File: config.mk
export PLATFORM = sky130hd
export DESIGN_NAME = instr_sequencer
export DESIGN_NICKNAME = d
export VERILOG_FILES = /design/src/rtl/instr_sequencer.sv
export SDC_FILE = /design/constraint.sdc
export NUM_CORES = 1
export LEC_CHECK = 0
export CAP_MARGIN = 40
export CORE_AREA = 4 4 58 60
export DETAILED_ROUTE_END_ITERATION = 10
export DIE_AREA = 0 0 62 64
export PLACE_DENSITY = 0.68
export SKIP_LAST_GASP = 1
export SYNTH_ARGS = -nofsm -noshare
export SYNTH_HDL_FRONTEND = slang
export SYNTH_SLANG_ARGS = --single-unit
File: constraint.sdc
create_clock -name Clk -period 4.53 [get_ports Clk]
set_input_delay 1.1325 -clock Clk [delete_from_list [all_inputs] [get_ports Clk]]
set_output_delay 1.1325 -clock Clk [all_outputs]
set_load 0.05 [all_outputs]
File: src/rtl/instr_sequencer.sv
// Multi-cycle instruction sequencer: owns the PC and walks each instruction through FETCH/EXEC/MEM.
// Optional perf counters (CycleCnt, InstrCnt) are built when INSTR_SEQUENCER_PERF_EN is defined.
//
// state   | meaning
// --------+----------------------------------------------------------
// IDLE    | out of reset, waiting for Start
// FETCH   | IrLoad pulse, instruction register captures imem output
// EXEC    | decoder outputs valid; branch/halt/memory dispatch
// MEM     | MemReq held until MemAck, then PC+1
// HALTED  | Done level, waiting for Start to restart
module instr_sequencer #(
  parameter int PC_W = 10
) (
  input  logic            Clk,
  input  logic            Reset_n,
  input  logic            Start,
  input  logic [PC_W-1:0] StartAddr,
  input  logic            Branch,
  input  logic            Halt,
  input  logic            MemtoReg,
  input  logic            MemWrite,
  input  logic            RegWrite,
  input  logic            BrTaken,
  input  logic [PC_W-1:0] BrTarget,
  input  logic            MemAck,
  output logic [PC_W-1:0] ProgCtr,
  output logic            IrLoad,
  output logic            RegWrEn,
  output logic            MemReq,
  output logic            MemWrEn,
  output logic            Done
`ifdef INSTR_SEQUENCER_PERF_EN
  ,
  output logic [31:0]     CycleCnt,
  output logic [31:0]     InstrCnt
`endif
);

  typedef enum logic [2:0] {
    S_IDLE,
    S_FETCH,
    S_EXEC,
    S_MEM,
    S_HALTED
  } state_t;

  localparam logic [PC_W-1:0] PC_ONE = PC_W'(1);

  state_t          state, state_nxt;
  logic [PC_W-1:0] pc_q, pc_nxt;

  always_ff @(posedge Clk or negedge Reset_n) begin
    if (!Reset_n) begin
      state <= S_IDLE;
      pc_q  <= '0;
    end else begin
      state <= state_nxt;
      pc_q  <= pc_nxt;
    end
  end

  always_comb begin
    state_nxt = state;
    pc_nxt    = pc_q;
    RegWrEn   = 1'b0;
    MemWrEn   = 1'b0;
    case (state)
      S_IDLE, S_HALTED: begin
        if (Start) begin
          state_nxt = S_FETCH;
          pc_nxt    = StartAddr;
        end
      end
      S_FETCH: state_nxt = S_EXEC;
      S_EXEC: begin
        // Halt wins over any branch or memory request decoded alongside it
        if (Halt) begin
          state_nxt = S_HALTED;
        end else if (MemtoReg || MemWrite) begin
          state_nxt = S_MEM;
        end else begin
          RegWrEn   = RegWrite;
          pc_nxt    = (Branch && BrTaken) ? BrTarget : pc_q + PC_ONE;
          state_nxt = S_FETCH;
        end
      end
      S_MEM: begin
        MemWrEn = MemWrite;
        if (MemAck) begin
          RegWrEn   = MemtoReg;
          pc_nxt    = pc_q + PC_ONE;
          state_nxt = S_FETCH;
        end
      end
      default: state_nxt = S_IDLE;
    endcase
  end

  assign ProgCtr = pc_q;
  assign IrLoad  = (state == S_FETCH);
  assign MemReq  = (state == S_MEM);
  assign Done    = (state == S_HALTED);

`ifdef INSTR_SEQUENCER_PERF_EN
  logic start_acc;
  logic retire;
  logic running;

  assign start_acc = Start && (state == S_IDLE || state == S_HALTED);
  assign running   = (state == S_FETCH || state == S_EXEC || state == S_MEM);
  assign retire    = (state == S_EXEC && (Halt || !(MemtoReg || MemWrite))) ||
                     (state == S_MEM && MemAck);

  always_ff @(posedge Clk or negedge Reset_n) begin
    if (!Reset_n) begin
      CycleCnt <= '0;
      InstrCnt <= '0;
    end else if (start_acc) begin
      CycleCnt <= '0;
      InstrCnt <= '0;
    end else begin
      if (running && CycleCnt != 32'hFFFF_FFFF)
        CycleCnt <= CycleCnt + 32'd1;
      if (retire && InstrCnt != 32'hFFFF_FFFF)
        InstrCnt <= InstrCnt + 32'd1;
    end
  end
`endif

endmodule
Yosys cells after proc, flatten, opt, wreduce, memory -nomap -nowiden:

Cells that the tools add are included.

* flip-flop bits (word level): 13
* input port bits: 30
* output and inout bits: 15
* word-level logic and storage cells: 34

* $add $sub $neg: 1
* equality and inequality tests: 8
* multiplexer cells: 16
* reductions and logical operators: 7

Operator list (count)
* $mux 10: 5
* $pmux 10 s3: 1
* $pmux 3 s4: 1
* $add 10x1->10 const B: 1
* $mux 3: 3
* $ne 2x2->1 const B: 4
* $eq 3x2->1 const B: 2
* $reduce_and 5->1: 1
* $mux 1: 4
* $eq 3x1->1 const B: 1
* $eq 3x3->1 const B: 1
* $logic_not 3->1: 1
* $reduce_bool 3->1: 1
* $mux 2: 1
* $pmux 1 s2: 1
* $reduce_and 2->1: 1
* $reduce_or 2->1: 1
* $logic_and 1x1->1: 1
* $logic_or 1x1->1: 1

Depth between registers and ports, before layout:

* depth in word-level cells: 5
* mapped depth: 6
* gate-level depth less buffers: 5

Worst setup path before layout:

OpenSTA, ideal clock, no wires.

* path kind: input -> output
* start point: in Halt
* end point: out RegWrEn
* data arrival time: 2230 ps
* required time: 3398 ps
* setup slack: 1168 ps
* stages on the path: 3
* buffers on the path: 0
* path through: nor4_1 > a22oi_1 > nor2_1

* longest elaborated chain between the ends: 2

RTL lines
* from (decl): RTL line 19 `input logic Halt,`
* $mux 1: RTL line 77 `if (Halt) begin`
* $pmux 1 s2: RTL line 67 `case (state)`
* to (decl): RTL line 28 `output logic RegWrEn,`

No other way between the ends.

Worst setup path in the final report:

Same ends and word-level chain as after synthesis.

==> impl_results.md <==
* Status: complete, no violations
* CTS sink count at 13
* Die Ht at roughly 64 µm
* Fmax at between 200 and 250 MHz
* Final cell count without fillers at just under 200
* Setup crit start kind: input port
* Placed insts at ~190
* CTS tree: done
* Post-synthesis sequential area ratio at about a third
* R2R Path Start: state[1]$_DFFE_PN0P_
* Leak Pwr at roughly 0.55 nW
* Post-synthesis instance area at roughly 970 µm²
* Setup Fix Bufs, Post-CTS at 0
* Via count at roughly 1100
* Final worst slack at between 300 and 400 ps
* Worst Setup End Kind: output pin
* Setup violators final at 0
* Post-place setup slack at approximately 380 ps
* Initial DRC Count at between 60 and 70
* Total CTS buffers at 3
* Worst EP required at ~3400 ps
* Starting Density at around a third
* CP most frequent cell: clkdlybuf4s50_1
* Tcrit/Tclk final at roughly 93%
* Fin Clk Skew at 4.87 ps
* Min-delay src: ProgCtr[9]$_DFFE_PN0P_
* Yosys reg bits at 13
* DRT Wirelength at around 3000 µm
* Crit path cell chain: clkdlybuf4s50_1 -> nor4_1 -> a22oi_1 -> nor2_1 -> clkdlybuf4s50_1
* Async SR Flop Fraction at 100%
* Fraction of layout cells with a size suffix above 1 at 6.25%
* Total power at 1.02 mW
* GRT met3 Usage at 4.04%
* GR met2 Demand/Resource at 25.6%
* Post-synth top cells: 15 x nand2_1, 15 x o21ai_0, 13 x dfrtp_1
* WL per Instance at between 15 and 20 µm
* Core ar. at between 0.002 and 0.003 mm²
* Worst setup path category: in -> out
* Hold Violations, Final at 0
* Post-cts gate resize count at 0
* Hold Path Class: reg -> reg
* Die width at 62 µm
* Relative slew margins at between 50% and 60%
* Vias in the first global route at about 1100
* RD Place Congestion at 0.827
* Initial antenna violation count at 0
* PD cells at 700 mW/mm²
* Design Area, Final at approximately 0.0015 mm²
* DP Wirelength at ~2200 µm
* Fillers at roughly 280
* Met1 Resource Use GR at between 10% and 20%
* Ports at 45
* Clock Path Buffers at 2
* Area growth syn-to-layout at 49.7%
* Synth area leaders: dfrtp_1 34%, o21ai_0 7.7%, nand2_1 5.8%, o22a_1 4.5%, a31oi_1 3.9%
* First-pass DRT Iterations at 4
* Crit. Startpoint: Halt
* Pin count of the biggest net entering global routing at 18
* Grt ovf at 0
* First-pass GRT wire length at ~4900 µm
* Area leader, netlist: dfrtp_1
* Syn Nets at 148
* Gr usage total at between 10% and 20%
* Tmin final at roughly 4200 ps
* Number of flops mapped to enable cells by yosys at 0
* Port Buffers at 44
* Syn_area_per_cell at 8.29 µm²
* YS warnings at 0
* Antenna Cells at 0
* Cts-stage hold buffer count at 0
* Maximum fanout along the worst path at 4
* Mapped Cells at 117
* Crit-path slowest cell: clkdlybuf4s50_1
* Pins Over Slew Limit at 0
* Via-to-Cell Ratio at around 5.6
* Synth top area share at between 30% and 40%
* Cell area after placement at 0.00143 mm²
* Post-route ant nets at 0
* Net count, final at 192
* Die ar. at approximately 0.0040 mm²
* Placement Rows at 20
* Synth Flop Type: dfrtp_1
* VDD IR-drop max at roughly 0.4 mV
* Root Driver: clkbuf_4
* Setup TNS at 0 ps
* H-Tree Level Count at 1
* Max-cap violations at 0
* Worst EP arrival at 3070 ps
* Worst path max stage delay at roughly 820 ps
* Netlist cell types at just over 40
* Residual DRC at 0
* Global route hottest layer: met2
* RSZ-0062 raised after global routing: no
* Slew @ Worst Pin at ~630 ps
* Clock latency on the worst-skew pair at 270 ps
* Clock transition at path regs at ~80 ps
registers in the layout, indices dropped and copies added (netlist names):
name,flops
ProgCtr,10
state,3
logic make-up after synthesis:
kind of cell | share of synthesized area [%]
AO/OA/AOI/OAI | 29.5
XOR/XNOR | 2.71
adder cells (fa/ha/maj) | 1.29
buffers and inverters | 4.26
flip-flops | 33.5
multiplexers | 1.55
AND/OR/NAND/NOR | 27.1
path summary, 6_finish.rpt:
| kind | endpoint | slack, ps | cells past startpoint |
|---|---|---|---|
| worst max-delay path | RegWrEn | 320 | 5 |
| worst min-delay path | ProgCtr[9]$_DFFE_PN0P_ | 570 | 1 |
| worst max register to register | ProgCtr[1]$_DFFE_PN0P_ | 2370 | 4 |
| worst min register to register | ProgCtr[9]$_DFFE_PN0P_ | 570 | 1 |
| max in group asynchronous | ProgCtr[9]$_DFFE_PN0P_ | 2880 | 1 |
| min in group asynchronous | state[0]$_DFFE_PN0P_ | 1240 | 1 |
metal layers:
| metal | part of all wire (%) | wire length, µm |
|---|---|---|
| met5 | 0 | 0 |
| met4 | 1.3 | 39 |
| met3 | 8.9 | 259 |
| met2 | 50 | 1460 |
| met1 | 40 | 1160 |
power by group:
| part | total [mW] | switching, mW | internal (mW) |
|---|---|---|---|
| Combinational | 0.675 | 0.406 | 0.269 |
| Sequential | 0.268 | 0.0947 | 0.173 |
| Clock | 0.0731 | 0.0390 | 0.0341 |
| Total | 1.02 | 0.540 | 0.477 |
critical path, delay by kind of cell:
kind	cells	cell delay [ps]
buf+inv	2	1280
simple gates	2	520
compound gates	1	150
layout make-up:
cell class | count | area, µm² | area share [%]
clock buffer | 4 | 26.3 | 1.81
inverter | 2 | 7.51 | 0.517
multi-input combinational | 96 | 603 | 41.6
sequential | 13 | 325 | 22.4
tap | 33 | 41.3 | 2.84
timing repair buffer | 45 | 448 | 30.9
stage by stage:
stage	util, %	hold slack (ps)
after CTS	49.6	575
after global routing	49.6	597
after detailed placement	48.7	557
final	49.6	566
after floorplan	-	595
after global placement	48.7	544
placed cells by master (no fill, tap or decap), types with 2 or more instances in the layout:
cell type	synthesis	routed
inv_1	2	2
nand4_1	2	2
dfrtp_1	13	13
nor2_1	5	5
nand2_1	15	15
and2_1	2	2
clkbuf_4	0	3
nor3_1	3	3
a31oi_1	6	6
o31ai_1	3	3
xor2_1	2	2
clkdlybuf4s50_1	0	44
or4_1	3	3
o22a_1	5	5
a21oi_1	5	5
nand2b_1	2	2
o21ai_0	15	15
nor3b_1	4	4
nand3_1	3	3
o211ai_1	2	2
Power figures use the tool's default switching activity.
